## src/rtl/pc_ctrl_pkg.sv

```systemverilog
// Shared definitions for the fetch-stage PC controller and the hazard unit.
// Holds the controller state encoding and the default datapath widths.
package pc_ctrl_pkg;

  localparam int XLEN_DEF   = 32;
  localparam int CNT_W_DEF  = 16;
  localparam int PC_INC_DEF = 4;

  typedef enum logic [1:0] {
    ST_IDLE = 2'd0,
    ST_RUN  = 2'd1,
    ST_MISS = 2'd2
  } state_e;

endpackage

```

## src/rtl/pc_ctrl_redirect_hold.sv

```systemverilog
// Parks a branch/jump target that arrived while fetch was frozen by a cache miss,
// so it can be applied on the first cycle the PC is allowed to move again.
module redirect_hold #(
  parameter int XLEN = 32
) (
  input  logic            clk_i,
  input  logic            rst_i,
  input  logic            capture_i,
  input  logic            clear_i,
  input  logic [XLEN-1:0] tgt_i,
  output logic            valid_o,
  output logic [XLEN-1:0] tgt_o
);

  logic            valid_reg;
  logic [XLEN-1:0] tgt_reg;

  // Clear outranks capture so leaving the run state always drops the hold.
  always_ff @(posedge clk_i) begin
    if (!rst_i) begin
      valid_reg <= 1'b0;
      tgt_reg   <= '0;
    end else if (clear_i) begin
      valid_reg <= 1'b0;
    end else if (capture_i) begin
      valid_reg <= 1'b1;
      tgt_reg   <= tgt_i;
    end
  end

  assign valid_o = valid_reg;
  assign tgt_o   = tgt_reg;

endmodule

```

## src/rtl/pc_ctrl.sv

```systemverilog
// Fetch-stage PC controller: next-PC selection, PC write/stall/flush generation,
// redirect hold across cache misses and a saturating lost-fetch-cycle counter.
module pc_ctrl
  import pc_ctrl_pkg::*;
#(
  parameter int XLEN   = XLEN_DEF,
  parameter int CNT_W  = CNT_W_DEF,
  parameter int PC_INC = PC_INC_DEF
) (
  input  logic             clk_i,
  input  logic             rst_i,
  input  logic             start_i,
  input  logic [XLEN-1:0]  pc_i,
  input  logic             icache_stall_i,
  input  logic             dcache_stall_i,
  input  logic             hazard_i,
  input  logic             branch_i,
  input  logic [XLEN-1:0]  branch_tgt_i,
  input  logic             jump_i,
  input  logic [XLEN-1:0]  jump_tgt_i,
  output logic [XLEN-1:0]  pc_next_o,
  output logic             pc_write_o,
  output logic             stall_o,
  output logic             flush_o,
  output logic             pend_o,
  output logic [CNT_W-1:0] lost_cnt_o
);

  state_e           state_reg, state_next;
  logic             mem_stall;
  logic             active;
  logic             redir;
  logic [XLEN-1:0]  tgt;
  logic             hold_valid;
  logic [XLEN-1:0]  hold_tgt;
  logic             hold_capture;
  logic             hold_clear;
  logic [CNT_W-1:0] lost_reg;

  assign mem_stall = icache_stall_i | dcache_stall_i;
  assign active    = (state_reg != ST_IDLE);

  always_ff @(posedge clk_i) begin
    if (!rst_i) begin
      state_reg <= ST_IDLE;
    end else begin
      state_reg <= state_next;
    end
  end

  always_comb begin
    state_next = state_reg;
    case (state_reg)
      ST_IDLE: if (start_i) state_next = ST_RUN;
      ST_RUN: begin
        if (!start_i)       state_next = ST_IDLE;
        else if (mem_stall) state_next = ST_MISS;
      end
      ST_MISS: begin
        if (!start_i)        state_next = ST_IDLE;
        else if (!mem_stall) state_next = ST_RUN;
      end
      default: state_next = ST_IDLE;
    endcase
  end

  // Oldest redirect wins: held one, then EX branch, then ID jump.
  always_comb begin
    redir = 1'b0;
    tgt   = '0;
    if (hold_valid) begin
      redir = 1'b1;
      tgt   = hold_tgt;
    end else if (branch_i) begin
      redir = 1'b1;
      tgt   = branch_tgt_i;
    end else if (jump_i) begin
      redir = 1'b1;
      tgt   = jump_tgt_i;
    end
  end

  assign pc_next_o  = redir ? tgt : pc_i + XLEN'(PC_INC);
  assign stall_o    = active & mem_stall;
  assign pc_write_o = active & start_i & ~mem_stall & (~hazard_i | redir);
  assign flush_o    = pc_write_o & redir;
  assign pend_o     = hold_valid;

  assign hold_capture = active & mem_stall & ~hold_valid & (branch_i | jump_i);
  assign hold_clear   = pc_write_o | (active & ~start_i);

  redirect_hold #(
    .XLEN (XLEN)
  ) u_hold (
    .clk_i     (clk_i),
    .rst_i     (rst_i),
    .capture_i (hold_capture),
    .clear_i   (hold_clear),
    .tgt_i     (branch_i ? branch_tgt_i : jump_tgt_i),
    .valid_o   (hold_valid),
    .tgt_o     (hold_tgt)
  );

  always_ff @(posedge clk_i) begin
    if (!rst_i) begin
      lost_reg <= '0;
    end else if (active && start_i && !pc_write_o && (lost_reg != {CNT_W{1'b1}})) begin
      lost_reg <= lost_reg + CNT_W'(1);
    end
  end

  assign lost_cnt_o = lost_reg;

endmodule

```

## config.mk

```make
export PLATFORM = sky130hd
export DESIGN_NAME = pc_ctrl
export DESIGN_NICKNAME = d
export VERILOG_FILES = /design/src/rtl/pc_ctrl_pkg.sv /design/src/rtl/pc_ctrl_redirect_hold.sv /design/src/rtl/pc_ctrl.sv
export SDC_FILE = /design/constraint.sdc
export NUM_CORES = 1
export LEC_CHECK = 0
export CORE_MARGIN = 1
export CORE_UTILIZATION = 25
export DETAILED_ROUTE_END_ITERATION = 10
export PLACE_DENSITY_LB_ADDON = 0.2
export SYNTH_ARGS = -nofsm -noshare
export SYNTH_HDL_FRONTEND = slang
export SYNTH_SLANG_ARGS = --single-unit
```

## constraint.sdc

```tcl
create_clock -name clk_i -period 2.75 [get_ports clk_i]
set_input_delay 0.55 -clock clk_i [delete_from_list [all_inputs] [get_ports clk_i]]
set_output_delay 0.55 -clock clk_i [all_outputs]
set_load 0.02 [all_outputs]
```

==> impl_metrics.csv, run 1 <==
group,metric,value,unit
route,drt-total-wl,13500,um
global_route,grt_overflow_total,0,
logic_synthesis,synth.most_common_cell,"nor2_1",
die,die_area,15900,um^2
logic_synthesis,synth_area,3840,um^2
critical_path,cp_slowest_cell,"clkdlybuf4s50_1",
timing,setup_tns,0,ns
cts,clockBufferDepth,2,
logic_synthesis,synth_fp_nets,580,
logic_synthesis,seq_area_frac_synth,26.6,%
cts,clock_sink_count,51,
critical_path,start_kind,"input pin",
cts,cts_tree,"built",
cts,clock_latency,0.31,ns
die,core_region_area,14800,um^2
critical_path,slowest_delay,0.51,ns
logic_synthesis,syn_inst,474,
global_route,grt_pass1_wl,21800,um
die,io_pins,156,
critical_path,cp_num_cells,6,
route,route.detailed.drc,0,
final_layout,nets,767,
global_route,track_usage,17.3,%
power_and_ir_drop,pwr_density_cell,366,nW/um^2
route,drt_iter0_markers,202,
route,routed_via_density,5.05,
min_path,hp-class,"register to register",
final_layout,largest_reg_flops,32,
global_route,antenna_found_initial,0,
min_path,whs_path_depth,2,
timing,setup_viol,0,
die,start_util,26.0,%
logic_synthesis,synth_commonest_cells,"nor2_1, dfxtp_1, nand2_1, mux2i_1, a211oi_1",
logic_synthesis,ys_ff_latch,51,
cts,cts_root_buf,"clkbuf_16",
critical_path,cp.required,2.20,ns
route,dr.pass1.iters,4,
final_layout,syn_to_final_growth,60.7,%
power_and_ir_drop,switching_power,0.700,mW
power_and_ir_drop,seqPwrFrac,34.6,%
power_and_ir_drop,netSwitchingFraction,31.0,%
critical_path,crit_type,"input pin to primary output",
placement,gp_congestion,0.833,
power_and_ir_drop,vdd_drop_max,0.000346,V
logic_synthesis,synth-edff-count,0,
cts,clkTransAtPathRegs,0.07,ns
timing,min_period_over_period,99.1,%
critical_path,path_buf_inv,2,
power_and_ir_drop,total_power,2.25,mW
power_and_ir_drop,p_clk_share,34.1,%
critical_path,cp_data_arrival_time,2.18,ns
critical_path,worstPathCellList,"clkdlybuf4s50_1 -> nand3_2 -> nor4_2 -> xnor2_1 -> o22ai_1 -> clkdlybuf4s15_2",
timing,period_needed,2.73,ns
timing,drv_slew,0,
global_route,grt_start_max_net_pins,68,
timing,max_freq,367,MHz
route,wl_per_cell,15.9,um
die,die_h,126,um
logic_synthesis,synthTopCellsByArea,"dfxtp_1, mux2i_1, nor2_1",
outcome,status,"complete, no violations",
final_layout,antenna_cells,0,
die,die_width,126,um
placement,place_ws,-0.752,ns
final_layout,drive_gt1_share,19.8,%
logic_synthesis,yosys.cell_types.count,52,
critical_path,r2r.worst_path.cells,7,
timing,setup_ws,0.0241,ns
logic_synthesis,synthArstFlopShare,0,%
placement,io_buffers,155,
placement,dp_hpwl,9980,um
global_route,grt_pass1_vias,4359,
critical_path,critical-path-top-delay-family,"buffers and inverters",
logic_synthesis,synth_top_flop_cell,"dfxtp_1",
timing,hold_violations,0,
timing,skew,0.00323,ns
logic_synthesis,yosysTopAreaCell,"dfxtp_1",
route,vias,4272,
logic_synthesis,synth_top_area_share,26.6,%
cts,cts-buffers-inserted,5,
final_layout,nFillCells,1471,
power_and_ir_drop,p_comb_share,31.3,%
logic_synthesis,syn_avg_cell_area,8.10,um^2
logic_synthesis,yosysWarningCount,0,
route,ant_nets,0,
die,core.rowCount,44,
power_and_ir_drop,p_int,1.56,mW
timing,rsz0062_at_grt,"yes",
cts,cts.htree.levels,2,
final_layout,fin_util,41.8,%
critical_path,worst-path-max-fanout,5,
timing,max_slew.worst_pin.slew,0.626,ns
power_and_ir_drop,power_leakage,2.33,nW
critical_path,cp-end-kind,"primary output",
timing,slew_headroom,57.9,%
flow_run,cap_violations,0,
-- per-layer routing --
layer,vias up,share of wire [%],track usage (%)
li1,2143,-,-
met1,1982,44,21.0
met2,135,47,29.5
met3,12,7.3,4.97
met4,0,1.4,5.10
met5,-,0,0
-- path summary, 6_finish.rpt --
| kind | startpoint | endpoint | slack [ns] |
|---|---|---|---|
| setup / recovery | pc_i[21] | pc_next_o[25] | 0.02 |
| hold / removal | u_hold.tgt_o[4] | u_hold.tgt_o[4] | 0.50 |
| setup reg to reg | u_hold.valid_o | lost_cnt_o[7] | 0.80 |
| hold reg to reg | u_hold.tgt_o[4] | u_hold.tgt_o[4] | 0.50 |
-- layout make-up --
| class | instances | area (um^2) | area share (%) |
|---|---|---|---|
| multi-input cells | 380 | 2730 | 44.2 |
| repair buffers | 218 | 2000 | 32.4 |
| flip-flops and latches | 51 | 1020 | 16.6 |
| well taps | 184 | 230 | 3.73 |
| clock buffers | 5 | 125 | 2.03 |
| clock inverters | 3 | 47.5 | 0.771 |
| inverters | 5 | 18.8 | 0.304 |
-- logic make-up after synthesis --
logic type                 synth area share, %
and+or+nand+nor                           27.5
AOI/OAI and AO/OA                         22.8
DFF                                       26.6
buffers and inverters                     5.02
xor gates and xnor gates                  8.21
muxes                                     8.93
adders and majority gates                0.913
-- power groups by stage --
stage          logic, mW  clock network, mW  registers [mW]
2_1_floorplan      0.335                  0           0.796
3_3_place_gp       0.749                  0           0.796
3_5_place_dp       0.754                  0           0.797
4_1_cts            0.715              0.800           0.780
5_1_grt            0.765              0.823           0.783
6_report           0.706              0.769           0.780
-- worst reg2reg max path, stage by stage, from the launching register on --
cell      delay, ns
dfxtp_2        0.34
buf_12         0.21
nor4b_4        0.31
buf_4          0.18
o2111a_1       0.28
o31ai_1        0.18
nor4_1         0.25
o21bai_1       0.14
-- cell usage in the layout, fill, tap and decap left out, drive strengths merged, types with 4 or more instances in the layout --
cell	Yosys	layout
dfxtp	51	51
inv	5	5
a22oi	23	23
nor4	12	12
nand2	50	50
clkbuf	19	15
a211oi	29	29
nor3	7	7
and4	4	4
clkdlybuf4s15	0	6
mux2i	32	32
dlygate4sd2	0	25
dlymetal6s2s	0	4
nor4b	6	6
o221ai	23	23
and3	10	10
buf	19	75
a311oi	4	4
nor2	61	61
nand4	10	10
o21ai	11	11
clkdlybuf4s50	0	98
nand3	13	13
nor2b	6	6
xor2	11	11
xnor2	25	25
a21oi	9	9
-- through the flow --
| stage | hold slack (ns) | instances | instance area (um^2) |
|---|---|---|---|
| 5_1_grt | 0.518 | 846 | 6170 |
| 4_1_cts | 0.502 | 842 | 6150 |
| 3_5_place_dp | 0.491 | 832 | 5960 |
| 6_report | 0.498 | 846 | 6170 |
| 2_1_floorplan | 0.473 | 474 | 3840 |
| 3_3_place_gp | 0.482 | 832 | 5960 |
-- repair_timing --
action | in CTS | in global routing
hold buffers | 0 | 0
setup buffers | 2 | 4
endpoints found under the setup margin | 33 | 25
pin swaps | 17 | 9
resized for setup | 126 | 36
Power figures use the tool's default switching activity.
==> inputs of run 2 (changes only) <==
clock period = 2.95 ns   (was 2.75 ns; I/O delays follow)
==> run 2 against run 1 <==
Compared with the run above:
- register-to-register slack improved by 0.15 ns
- global-route usage decreased by 0.22 points
- critical path type unchanged
- wire length is 0.59% higher
- clock power fell by 8.3%
- sequential power down 6.8%
- combinational power is 5.8% lower
- total power is 7.0% lower
- first-iteration DRC count down 4.0%
- die area is the same
- largest cell class unchanged
- critical path depth rose by 2
- final cell count fell by 0.35%
==> impl_metrics.csv, run 2 (synthesis gave the netlist of run 1 again) <==
group,metric,value,unit
timing,setup_ws,0.0968,ns
global_route,track_usage,17.1,%
critical_path,worstPathCellList,"clkdlybuf4s50_1 -> and4_4 -> nand4_4 -> buf_6 -> nor4b_4 -> xnor2_1 -> o221ai_2 -> buf_4",
power_and_ir_drop,p_comb_share,31.7,%
route,drt-total-wl,13500,um
global_route,grt_pass1_wl,21400,um
cts,clock_latency,0.31,ns
final_layout,final_cell_mix,"clkdlybuf4s50_1, nor2_1, buf_4",
timing,skew,0.00791,ns
timing,drv_slew,0,
route,ant_nets,0,
critical_path,start_kind,"input pin",
critical_path,cp_slowest_cell,"clkdlybuf4s50_1",
power_and_ir_drop,power_leakage,2.42,nW
timing,max_freq,350,MHz
power_and_ir_drop,pwr_density_cell,337,nW/um^2
die,die_area,15900,um^2
outcome,status,"complete, no violations",
power_and_ir_drop,p_clk_share,33.6,%
final_layout,nets,763,
global_route,grt_pass1_vias,4271,
placement,dp_cells,833,
critical_path,cp_data_arrival_time,2.26,ns
critical_path,worst-path-max-fanout,3,
final_layout,syn_to_final_growth,61.9,%
placement,dp_hpwl,10100,um
final_layout,stdcell_count,843,
die,core_region_area,14800,um^2
route,vias,4286,
power_and_ir_drop,vdd_drop_max,0.000317,V
timing,rsz0062_at_grt,"no",
final_layout,drive_gt1_share,18.7,%
route,route.detailed.drc,0,
global_route,grt_start_max_net_pins,68,
cts,cts-buffers-inserted,5,
cts,clockBufferDepth,2,
power_and_ir_drop,p_int,1.45,mW
critical_path,crit_type,"input pin to primary output",
cts,clkTransAtPathRegs,0.07,ns
route,drt_iter0_markers,194,
critical_path,slowest_delay,0.49,ns
final_layout,fin_util,42.1,%
placement,io_buffers,155,
min_path,hp-class,"register to register",
timing,max_slew.worst_pin.slew,0.659,ns
die,start_util,26.0,%
power_and_ir_drop,netSwitchingFraction,30.7,%
cts,clock_sink_count,51,
timing,slew_headroom,55.7,%
die,io_pins,156,
global_route,grt_overflow_total,0,
cts,cts_root_buf,"clkbuf_16",
cts,cts_tree,"built",
final_layout,largest_reg_flops,32,
flow_run,cap_violations,0,
global_route,antenna_found_initial,1,
critical_path,cp.required,2.36,ns
timing,hold_violations,0,
placement,gp_congestion,0.834,
placement,placed_cell_area,5950,um^2
placement,place_ws,-0.655,ns
die,die_h,126,um
final_layout,final_area,6220,um^2
timing,setup_viol,0,
route,dr.pass1.iters,4,
power_and_ir_drop,switching_power,0.644,mW
critical_path,cp-end-kind,"primary output",
route,routed_via_density,5.08,
die,die_width,126,um
die,core.rowCount,44,
power_and_ir_drop,seqPwrFrac,34.7,%
final_layout,final_common_cell,"clkdlybuf4s50_1",
cts,cts.htree.levels,2,
timing,period_needed,2.85,ns
final_layout,nFillCells,1497,
route,wl_per_cell,16.1,um
timing,min_period_over_period,96.7,%
==> run 2: cell types whose count changed in the layout (fill, tap and decap cells not counted), moves of 2 or more <==
cell and change:
clkdlybuf4s15_1 -3, clkbuf_2 -10, dlygate4sd2_1 -3, buf_4 -2, clkdlybuf4s50_1 +2, buf_2 +2, dlymetal6s2s_1 +10
==> run 2: metal layers <==
| layer | up-vias | track usage, % | routed length, um |
|---|---|---|---|
| met2 | 137 | 29.5 | 6370 |
| met5 | - | 0 | 0 |
| met3 | 10 | 5.18 | 1060 |
| li1 | 2147 | - | - |
| met4 | 0 | 5.10 | 155 |
| met1 | 1992 | 20.2 | 5960 |
==> run 2: metrics by stage <==
stage | power [mW] | setup TNS, ns | hold WS, ns
4_1_cts | 2.13 | -0.0312 | 0.502
2_1_floorplan | 1.06 | 0 | 0.473
3_5_place_dp | 1.44 | -12.52 | 0.491
3_3_place_gp | 1.44 | -12.34 | 0.482
5_1_grt | 2.20 | 0 | 0.519
6_report | 2.10 | 0 | 0.500
==> run 2: final timing paths <==
kind,startpoint,to,slack [ns],cells after the start
worst max-delay path,pc_i[22],pc_next_o[30],0.1,8
worst min-delay path,u_hold.tgt_o[4],u_hold.tgt_o[4],0.50,2
worst max register to register,u_hold.valid_o,lost_cnt_o[9],0.95,7
worst min register to register,u_hold.tgt_o[4],u_hold.tgt_o[4],0.50,2
==> run 2: cell type report <==
class / instances / area [um^2] / area share (%)
Timing Repair Buffer: 214 / 2020 / 32.5
Clock inverter: 3 / 46.3 / 0.745
Multi-Input combinational cell: 380 / 2750 / 44.2
Clock buffer: 5 / 125 / 2.01
Tap cell: 184 / 230 / 3.70
Antenna cell: 1 / 2.50 / 0.0403
Sequential cell: 51 / 1020 / 16.4
Inverter: 5 / 18.8 / 0.302
==> run 2: what timing repair did <==
item | 4_1_cts | 5_1_grt
pin swaps | 11 | 9
hold endpoints to repair | 0 | 0
gates cloned | 0 | 0
endpoints found under the setup margin | 32 | 20
hold buffers | 0 | 0
setup buffers | 0 | 1
gates resized for setup | 125 | 23
==> run 2: power by group through the flow <==
stage / clock (mW) / sequential, mW / combinational (mW)
global route: 0.753 / 0.730 / 0.718
detailed placement: 0 / 0.743 / 0.700
global placement: 0 / 0.742 / 0.697
floorplan: 0 / 0.742 / 0.313
CTS: 0.730 / 0.727 / 0.673
finish: 0.705 / 0.727 / 0.665
==> run 2: worst max-delay path: cells and delay by family <==
| family | cells | cell delay [ns] |
|---|---|---|
| AOI/OAI and AO/OA | 1 | 0.12 |
| xor gates and xnor gates | 1 | 0.17 |
| buffers and inverters | 3 | 0.81 |
| and+or+nand+nor | 3 | 0.58 |
==> inputs of run 3 (changes only) <==
CELL_PAD_IN_SITES_DETAIL_PLACEMENT = 0   (was not set)
CELL_PAD_IN_SITES_GLOBAL_PLACEMENT = 1   (was not set)
CORE_ASPECT_RATIO = 1.5   (was not set)
==> run 3 against run 2 <==
Compared with the run above:
- via count up 1.4%
- clock-buffer cell count unchanged
- fmax down 0.87%
- critical path depth unchanged
- design area up 1.8%
- worst hold slack better by 0.00095 ns
- setup slack worse by 0.025 ns
- die area about the same
- sequential cell count unchanged
- critical path type unchanged
- largest power group is now the clock network
==> impl_metrics.csv, run 3 (synthesis gave the netlist of run 1 again) <==
group,metric,value,unit
die,core.rowCount,55,
power_and_ir_drop,p_clk_share,35.5,%
power_and_ir_drop,netSwitchingFraction,29.3,%
timing,setup_tns,0,ns
global_route,grt_pass1_wl,22000,um
timing,slew_headroom,53.6,%
global_route,met2_usage,33.7,%
route,drt-total-wl,14300,um
route,wl_per_cell,16.6,um
global_route,grt_pass1_vias,4321,
timing,skew,0.00516,ns
critical_path,cp-end-kind,"primary output",
power_and_ir_drop,p_int,1.54,mW
outcome,status,"complete, no violations",
critical_path,worstPathCellList,"clkdlybuf4s50_1 -> and3_4 -> nand3_4 -> buf_4 -> nor3_2 -> xnor2_1 -> o221ai_1 -> buf_2",
cts,clockBufferDepth,2,
die,core_region_area,15100,um^2
timing,rsz0062_at_grt,"yes",
final_layout,drive_gt1_share,20.8,%
final_layout,antenna_cells,0,
timing,drv_slew,0,
final_layout,final_cell_mix,"clkdlybuf4s50_1, buf_4, nor2_1",
critical_path,cp.required,2.36,ns
die,die_area,15900,um^2
route,routed_via_density,5.03,
route,drt_iter0_markers,109,
final_layout,final_common_cell,"clkdlybuf4s50_1",
final_layout,nets,770,
route,vias,4348,
placement,io_buffers,155,
global_route,track_usage,18.1,%
global_route,grt_overflow_total,0,
cts,cts-buffers-inserted,5,
critical_path,start_kind,"input pin",
timing,min_period_over_period,97.6,%
final_layout,stdcell_count,864,
power_and_ir_drop,p_comb_share,31.2,%
die,start_util,25.5,%
timing,period_needed,2.88,ns
global_route,met3_usage,3.77,%
timing,max_freq,347,MHz
cts,cts_root_buf,"clkbuf_16",
die,die_width,103,um
final_layout,largest_reg_flops,32,
critical_path,worst-path-max-fanout,6,
cts,clkTransAtPathRegs,0.07,ns
critical_path,crit_type,"input pin to primary output",
power_and_ir_drop,seqPwrFrac,33.3,%
placement,dp_cells,851,
route,route.detailed.drc,0,
cts,cts.htree.levels,2,
final_layout,syn_to_final_growth,64.8,%
die,die_h,154,um
power_and_ir_drop,vdd_drop_max,0.000241,V
placement,gp_congestion,0.880,
placement,place_ws,-0.633,ns
critical_path,cp_data_arrival_time,2.29,ns
placement,dp_hpwl,10900,um
timing,holdWs,0.501,ns
global_route,grt_use_met1,19.9,%
route,ant_nets,0,
power_and_ir_drop,pwr_density_cell,344,nW/um^2
flow_run,cap_violations,0,
critical_path,reg2reg_setup_slack,0.92,ns
route,dr.pass1.iters,4,
global_route,antenna_found_initial,0,
cts,cts_tree,"built",
critical_path,cp_slowest_cell,"clkdlybuf4s50_1",
global_route,grt_busiest_layer,"met2",
min_path,hp-class,"register to register",
die,io_pins,156,
power_and_ir_drop,power_leakage,2.52,nW
global_route,grt_start_max_net_pins,65,
cts,clock_latency,0.29,ns
timing,hold_violations,0,
timing,max_slew.worst_pin.slew,0.690,ns
critical_path,slowest_delay,0.48,ns
timing,setup_ws,0.0718,ns
timing,setup_viol,0,
cts,cts_hold_buf,0,
power_and_ir_drop,total_power,2.18,mW
power_and_ir_drop,switching_power,0.639,mW
cts,clock_sink_count,51,
==> run 3: cell types whose count changed in the layout (fill, tap and decap cells not counted), moves of 2 or more <==
cell	delta
buf_6	-3
dlymetal6s2s_1	+7
xnor2_1	-2
buf_4	+13
xnor2_2	+2
buf_12	-2
clkbuf_2	+2
dlygate4sd2_1	-8
==> run 3: stage by stage <==
| stage | util (%) | area [um^2] |
|---|---|---|
| after floorplan | - | 3840 |
| after global placement | 39.6 | 5970 |
| after detailed placement | 39.6 | 5970 |
| after CTS | 41.3 | 6220 |
| after global routing | 42.0 | 6330 |
| final | 42.0 | 6330 |
==> run 3: timing repair <==
action | 4_1_cts | 5_1_grt
buffers inserted | 2 | 3
endpoints found under the setup margin | 31 | 26
gates cloned | 0 | 0
resized for setup | 126 | 35
pin swaps | 9 | 12
==> run 3: worst paths after layout <==
kind | startpoint | to | depth (start not counted)
max | pc_i[15] | pc_next_o[21] | 8
min | u_hold.tgt_o[17] | u_hold.tgt_o[17] | 2
min reg2reg | u_hold.tgt_o[17] | u_hold.tgt_o[17] | 2
max reg2reg | lost_cnt_o[0] | lost_cnt_o[7] | 5
==> run 3: final cells by class <==
type | count | area [um^2]
sequential | 51 | 1020
inverter | 5 | 18.8
timing repair buffer | 221 | 2050
clock buffer | 5 | 125
tap | 199 | 249
multi-input combinational | 380 | 2790
fill | 1530 | 8740
clock inverter | 3 | 67.6
==> run 3: critical path: cells and delay by family <==
family	cells	cell delay, ns
compound gates	1	0.17
simple gates	3	0.56
xor+xnor	1	0.10
buf+inv	3	0.87
==> run 3: power by group through the flow <==
stage	clock (mW)	sequential, mW	combinational (mW)
2_1_floorplan	0	0.742	0.313
3_3_place_gp	0	0.741	0.705
3_5_place_dp	0	0.742	0.707
4_1_cts	0.795	0.726	0.684
5_1_grt	0.830	0.730	0.732
6_report	0.773	0.727	0.679
==> run 3: per-layer routing <==
metal	vias to the layer above	part of all wire, %
li1	2148	-
met1	2055	39
met2	129	54
met3	16	5.6
met4	0	2.1
met5	-	0
